--- config.mk ---
export PLATFORM = sky130hd
export DESIGN_NAME = sound_pcm_converter
export DESIGN_NICKNAME = d
export VERILOG_FILES = /design/src/rtl/sound_pcm_converter.sv
export SDC_FILE = /design/constraint.sdc
export NUM_CORES = 1
export LEC_CHECK = 0
export BUFFER_PORTS_ARGS = -buffer_cell sky130_fd_sc_hd__buf_2
export CAP_MARGIN = 10
export CORE_ASPECT_RATIO = 0.9
export CORE_MARGIN = 2
export CORE_UTILIZATION = 60
export DETAILED_ROUTE_END_ITERATION = 6
export GPL_ROUTABILITY_DRIVEN = 1
export PLACE_DENSITY_LB_ADDON = 0.08
export SLEW_MARGIN = 20
export SYNTH_ARGS = -nofsm -noshare
export SYNTH_HDL_FRONTEND = slang
export SYNTH_SLANG_ARGS = --single-unit
--- constraint.sdc ---
create_clock -name clk_sys_131_072 -period 4.6 [get_ports clk_sys_131_072]
set_input_delay 0.23 -clock clk_sys_131_072 [delete_from_list [all_inputs] [get_ports clk_sys_131_072]]
set_output_delay 0.23 -clock clk_sys_131_072 [all_outputs]
set_load 0.01 [all_outputs]
--- src/rtl/sound_pcm_converter.sv ---
// rtl/sound_pcm_converter.sv - SM510 speaker bit to 16-bit PCM; optional SOUND_DC_BLOCK_EN high-pass stage
module sound_pcm_converter #(
  parameter int PHASE_INC    = 48000,
  parameter int PHASE_MOD    = 131072000,
  parameter int FILTER_DIV   = 64,
  parameter int FILTER_SHIFT = 6,
  parameter int AMPLITUDE    = 16383
) (
  input  logic               clk_sys_131_072,
  input  logic               reset,
  input  logic               sound,
  input  logic [1:0]         volume,
  output logic signed [15:0] sample,
  output logic               sample_valid,
  input  logic               sample_ready,
  output logic               overrun
);

  localparam int PW = $clog2(PHASE_MOD) + 1;
  localparam int DW = (FILTER_DIV > 1) ? $clog2(FILTER_DIV) : 1;
  localparam logic [15:0] AMP = 16'(AMPLITUDE);

  logic               sound_r;
  logic [PW-1:0]      phase;
  logic [PW-1:0]      phase_sum;
  logic               tick;
  logic [DW-1:0]      div_cnt;
  logic               iir_update;
  logic [15:0]        mag;
  logic signed [23:0] tgt_mag;
  logic signed [23:0] target;
  logic signed [23:0] acc;
  logic signed [24:0] diff;
  logic signed [23:0] step;
  logic signed [15:0] out_val;

  // Fractional sample-rate generator: tick whenever the accumulator wraps.
  assign phase_sum  = phase + PW'(PHASE_INC);
  assign tick       = (phase_sum >= PW'(PHASE_MOD));
  assign iir_update = (div_cnt == DW'(FILTER_DIV - 1));

  // Volume selects the target magnitude; mute drives the filter toward zero.
  always_comb begin
    mag = 16'd0;
    case (volume)
      2'd1:    mag = AMP >> 2;
      2'd2:    mag = AMP >> 1;
      2'd3:    mag = AMP;
      default: mag = 16'd0;
    endcase
  end

  assign tgt_mag = {mag, 8'h00};
  assign target  = sound_r ? tgt_mag : -tgt_mag;
  // 25-bit difference keeps full range; shifted step always fits back in 24 bits.
  assign diff    = {target[23], target} - {acc[23], acc};
  assign step    = 24'(diff >>> FILTER_SHIFT);

  // Input register, phase accumulator, decimation divider and IIR state.
  always_ff @(posedge clk_sys_131_072) begin
    if (reset) begin
      sound_r <= 1'b0;
      phase   <= '0;
      div_cnt <= '0;
      acc     <= '0;
    end else begin
      sound_r <= sound;
      phase   <= tick ? (phase_sum - PW'(PHASE_MOD)) : phase_sum;
      div_cnt <= iir_update ? '0 : (div_cnt + 1'b1);
      if (iir_update) begin
        acc <= acc + step;
      end
    end
  end

`ifdef SOUND_DC_BLOCK_EN
  logic signed [23:0] dc_x;
  logic signed [23:0] dc_x_prev;
  logic signed [23:0] dc_y;
  logic signed [23:0] dc_y_next;

  assign dc_x      = {{8{acc[23]}}, acc[23:8]};
  assign dc_y_next = dc_x - dc_x_prev + dc_y - (dc_y >>> 10);

  // High-pass state advances once per output sample.
  always_ff @(posedge clk_sys_131_072) begin
    if (reset) begin
      dc_x_prev <= '0;
      dc_y      <= '0;
    end else if (tick) begin
      dc_x_prev <= dc_x;
      dc_y      <= dc_y_next;
    end
  end

  // Clamp the high-pass result into the 16-bit sample range.
  always_comb begin
    out_val = dc_y[15:0];
    if (dc_y > 24'sd32767) begin
      out_val = 16'sd32767;
    end else if (dc_y < -24'sd32768) begin
      out_val = -16'sd32768;
    end
  end
`else
  assign out_val = acc[23:8];
`endif

  // Single-entry output register with sticky overrun on overwrite of an unread sample.
  always_ff @(posedge clk_sys_131_072) begin
    if (reset) begin
      sample       <= '0;
      sample_valid <= 1'b0;
      overrun      <= 1'b0;
    end else if (tick) begin
      sample       <= out_val;
      sample_valid <= 1'b1;
      if (sample_valid && !sample_ready) begin
        overrun <= 1'b1;
      end
    end else if (sample_valid && sample_ready) begin
      sample_valid <= 1'b0;
    end
  end

endmodule

# Word-level counts from Yosys, hierarchy flattened
# Index checks and enable logic that the tools add are counted.
# W data, S select, Z words.
totals:
  out_inout_bits: 18
  ff_bits: 77
classes:
  addsub: 6
  order_cmp: 1
  mux: 5
  eq_ne: 4
  reduce_logical: 6
op_table:
  columns: ["cell", "count"]
  rows:
  - ["$pmux W14 S3", 1]
  - ["$add A28 B16 Y28 const B", 1]
  - ["$ge A28 B27 Y1 const B", 1]
  - ["$mux W28", 1]
  - ["$sub A28 B27 Y28 const B", 1]
  - ["$sub A24 B24 Y25", 1]
  - ["$add A24 B19 Y24", 1]
  - ["$mux W24", 1]
  - ["$neg A24 Y24", 1]
  - ["$add A6 B1 Y6 const B", 1]
  - ["$eq A6 B6 Y1 const B", 1]
  - ["$eq A2 B2 Y1 const B", 2]
  - ["$eq A2 B1 Y1 const B", 1]
  - ["$logic_and A1 B1 Y1", 2]
  - ["$mux W1", 2]
  - ["$reduce_and A2 Y1", 1]
  - ["$reduce_bool A2 Y1", 1]
  - ["$reduce_or A2 Y1", 1]
  - ["$logic_not A1 Y1", 1]

# Logic depth before layout (Yosys ltp)
logic_depth:
  depth_word: 6
  mapped_depth: 20
  ltp_nobuf: 20

# Least setup slack after synthesis
# OpenSTA, ideal clock, no wires.
synth_timing:
  kind: "register -> register"
  startpoint: "reg acc[10]"
  endpoint: "reg acc[21]"
  stages_incl_launch_ff: 19
  path_slack_ns: 0.631
  synth_period_minus_slack_ns: 3.969
  setup_ns: 0.087
  t_arrival_ns: 3.881
  required_time_ns: 4.513
  path_cell_list: "dfxtp_1 buf_2 or4_1 or4_1 o21ai_1 nand2_1 o21a_1 o21ai_1 a31oi_1 xnor2_1 ha_1 nand3_1 nor3_1 nand4_1 and2_1 a21oi_1 a31oi_1 xor2_1 o31ai_1"
synth_between:
  elab_chain_len: 2
synth_rtl:
  columns: ["item", "line", "source"]
  rows:
  - ["start, declared", "32", "logic signed [23:0] acc;"]
  - ["start signal, assigned", "71", "acc <= acc + step;"]
  - ["$sub A24 B24 Y25", "56", "assign diff = {target[23], target} - {acc[23], acc};"]
  - ["$add A24 B19 Y24 *", "71", null]
# Mark *: on every way between the ends. The rest lies on a longest branch, timed or not.
# A chain may end at the register's enable or synchronous reset.

# Final worst setup path
layout_timing:
  startpoint: "reg acc[10]"
  endpoint: "reg acc[23]"
# Same word-level chain as after synthesis.

==> run metrics <==
status=finished clean; io pins=24; Slew Limit Headroom=0.365; R2R setup slack=between 300 and 400 ps; vias in the first global route=4297; reg2reg path depth=17; FP Rows=31; post-layout min period=~4300 ps; first-pass GRT wire length=approximately 20 mm; Critical Path Source=acc[10]; Root Buffer=clkbuf_8; drt initial violations=242; met3 Use GR=0.0419; Req. time, crit path=roughly 4800 ps; worst-case clock buffer depth=2; maxcap violations=0; Slew Viols, Final=0; hold path depth=2; worst hold-check path type=in -> reg; Initial Utilization=0.626; worst hold slack=approximately 80 ps; final hold violation count=0; fin cells=about 780; via density per instance=~5.9; via count=~4600; RD Place Congestion=approximately 0.94; Hold EP=sound_r; global route hottest layer=met2; total CTS buffers=9; dpl cell area=~5300 um^2; worst setup path class=reg -> reg; htree depth=3; GR Layer Usage met2=0.428; CP most frequent cell=or4_1; Yosys cell types=between 70 and 80; Synth warnings=0; Avg Inst Size Synth=~8.0 um^2; Peak Freq=about 230 MHz; sequential share of the synthesized area=0.274; Min-Delay Startpoint=sound; DRC=0; Synth-to-Final Area Change=8.41%; Synth Flop Type=dfxtp_1; syn nets=688; Worst-Skew Late Latency=around 350 ps; Pleak=between 0.002 and 0.0025 uW; n_diodes=0; startpoint types=flop; layout cells sized above 1=0.116; CP max FO=5; critical path arrival=4530 ps; initial antenna violation count=0; crit-path max cell delay=approximately 530 ps; setup TNS=0 ps; die width=about 100 um; CP cell instances=or4_1 > or4_1 > o21ai_2 > nand2_1 > o21a_1 > o21ai_1 > a21oi_1 > xnor2_1 > ha_1 > nand3_1 > nor3_1 > nand4_1 > and2_1 > a211oi_1 > nor4_1 > o21ai_0 > o31ai_1; port bufs=23; clk_skew=~14 ps; worst r2r src=acc[10]; Peak VDD IR=between 200 and 250 uV; Reg-to-Reg End=acc[23]; final wirelength=around 12 mm; Slowest-stage cell, CP=or4_1; pin count of the biggest net entering global routing=52; met1 GRT Util=0.393; P per Cell Area=282 nW/um^2; post-DP HPWL=just under 9 mm; design area=5550 um^2; Syn Inst Count=approximately 640; Post-CTS Setup Inserts=0; DIE AREA=slightly above 9000 um^2; per-cell routed wire length=15.4 um; Clock Pin Slew Worst Setup and Hold Paths=around 80 ps; Least-Margin Pin Slew=953 ps; DRT Pass-1 Iters=6; die outline height=about 92 um; fin nets=about 700; flops & latches, synth=70; fin crit share=0.932; core area=around 8200 um^2; grt ovf=0; Async SR Flop Fraction=0; final setup fails=0; CTS tree=built; Netlist Area Pre-Place=around 5100 um^2; Clock Sinks=70; DRT antenna net count=0; Post-synth EDFFs=0; Critical Path Sink Type=flop; Cells after DPL=roughly 760; Overall Global Routing Usage=0.273
## area by class of cell
cell class,count,area [um^2]
multi-input combinational,519,3490
fill,707,2630
inverter,20,75.1
clock buffer,9,124
clock inverter,6,87.6
tap,115,144
sequential,70,1400
timing repair buffer,38,228
## logic make-up (layout without fill, tap and decap cells)
| group | after synthesis | count (layout) | share of synthesized area |
|---|---|---|---|
| xor gates and xnor gates | 61 | 61 | 0.109 |
| DFF | 70 | 70 | 0.274 |
| AOI/OAI and AO/OA | 155 | 155 | 0.201 |
| muxes | 17 | 17 | 0.0335 |
| adders and majority gates | 39 | 39 | 0.0968 |
| buffers and inverters | 54 | 73 | 0.0489 |
| and+or+nand+nor | 247 | 247 | 0.238 |
## layout by cell type, fill, tap and decap left out, types with 5 or more instances in the layout
cell type	n
or3_1	7
a21o_1	12
buf_2	23
nand2_1	62
o31ai_1	8
a21oi_1	56
nor4_1	7
nor2_1	65
a31oi_1	7
o21a_1	7
nand3_1	23
nand4_1	10
or2_2	5
buf_4	15
ha_1	38
xor2_1	17
or4_1	6
dfxtp_1	70
nor3_1	25
a211oi_1	7
clkbuf_8	9
o21ai_0	16
nand2b_1	5
mux2i_1	16
xnor2_1	41
nor2b_1	10
inv_1	20
## report_power, final
| part | internal [uW] | switching, uW | total, uW |
|---|---|---|---|
| clock network | 302 | 237 | 539 |
| logic | 141 | 206 | 346 |
| registers | 636 | 46.2 | 682 |
## flip-flops by register name (all words and copies together) (netlist names)
register,count
acc,24
phase,21
sample,16
div_cnt,6
overrun,1
sample_valid,1
sound_r,1
## stage by stage
stage / setup slack, ps / power (uW) / util
detailed placement: 129 / 1030 / 0.650
finish: 311 / 1570 / 0.678
global route: -2.38 / 1660 / 0.678
CTS: 284 / 1580 / 0.675
global placement: 239 / 1020 / 0.650
floorplan: 631 / 965 / -
## repair_timing
action | 4_1_cts | 5_1_grt
endpoints found under the setup margin | 0 | 8
resized for setup | 0 | 4
hold buffers | 0 | 0
## cells in the mapped netlist, types with 2 or more instances
master / number / share of area
nand3_1: 23 / 0.022
or2_2: 5 / 0.0061
nor3b_1: 3 / 0.0044
nor3_1: 25 / 0.024
o31a_1: 2 / 0.0034
nor2_1: 65 / 0.048
a211o_1: 2 / 0.0034
and3_1: 2 / 0.0024
dfxtp_1: 70 / 0.27
nand3b_1: 3 / 0.0044
nor4_1: 8 / 0.0098
inv_1: 20 / 0.015
buf_1: 2 / 0.0015
a211oi_1: 7 / 0.010
nand2b_1: 5 / 0.0061
nand2_1: 62 / 0.045
clkbuf_1: 19 / 0.014
o22ai_1: 4 / 0.0049
xnor2_1: 41 / 0.070
o2111ai_1: 2 / 0.0034
xor2_1: 17 / 0.029
a21oi_1: 56 / 0.055
mux2i_1: 16 / 0.031
o21ai_0: 16 / 0.016
nor2b_1: 10 / 0.012
o21ai_1: 3 / 0.0029
o32ai_1: 2 / 0.0034
a31oi_1: 8 / 0.0098
or4_1: 6 / 0.0088
o21a_1: 7 / 0.010
and2_1: 4 / 0.0049
a31o_2: 2 / 0.0034
buf_2: 10 / 0.0098
ha_1: 38 / 0.093
o31ai_1: 8 / 0.012
a21o_1: 12 / 0.018
o21bai_1: 4 / 0.0059
xnor2_2: 2 / 0.0064
nand4_1: 10 / 0.012
or3_1: 7 / 0.0086
## routing by layer
metal  routed length [um]  vias up
met4                  174        0
li1                     -     2332
met3                  664       18
met1                 5880     2119
met2                 5240      138
met5                    0        -
## critical path: cells and delay by family (launching register included)
| kind | cells | cell delay [ps] |
|---|---|---|
| adders and majority gates | 1 | 380 |
| DFF | 1 | 320 |
| and+or+nand+nor | 8 | 1970 |
| AOI/OAI and AO/OA | 7 | 1370 |
| xor gates and xnor gates | 1 | 140 |
## worst max-delay path by stage
stage | slack (ps) | endpoint
4_1_cts | 280 | acc[20]
3_3_place_gp | 240 | acc[20]
6_report | 310 | acc[23]
2_1_floorplan | 630 | acc[21]
3_5_place_dp | 130 | acc[20]
5_1_grt | -2 | acc[20]
Note: power is estimated with default switching activity, not from simulation.
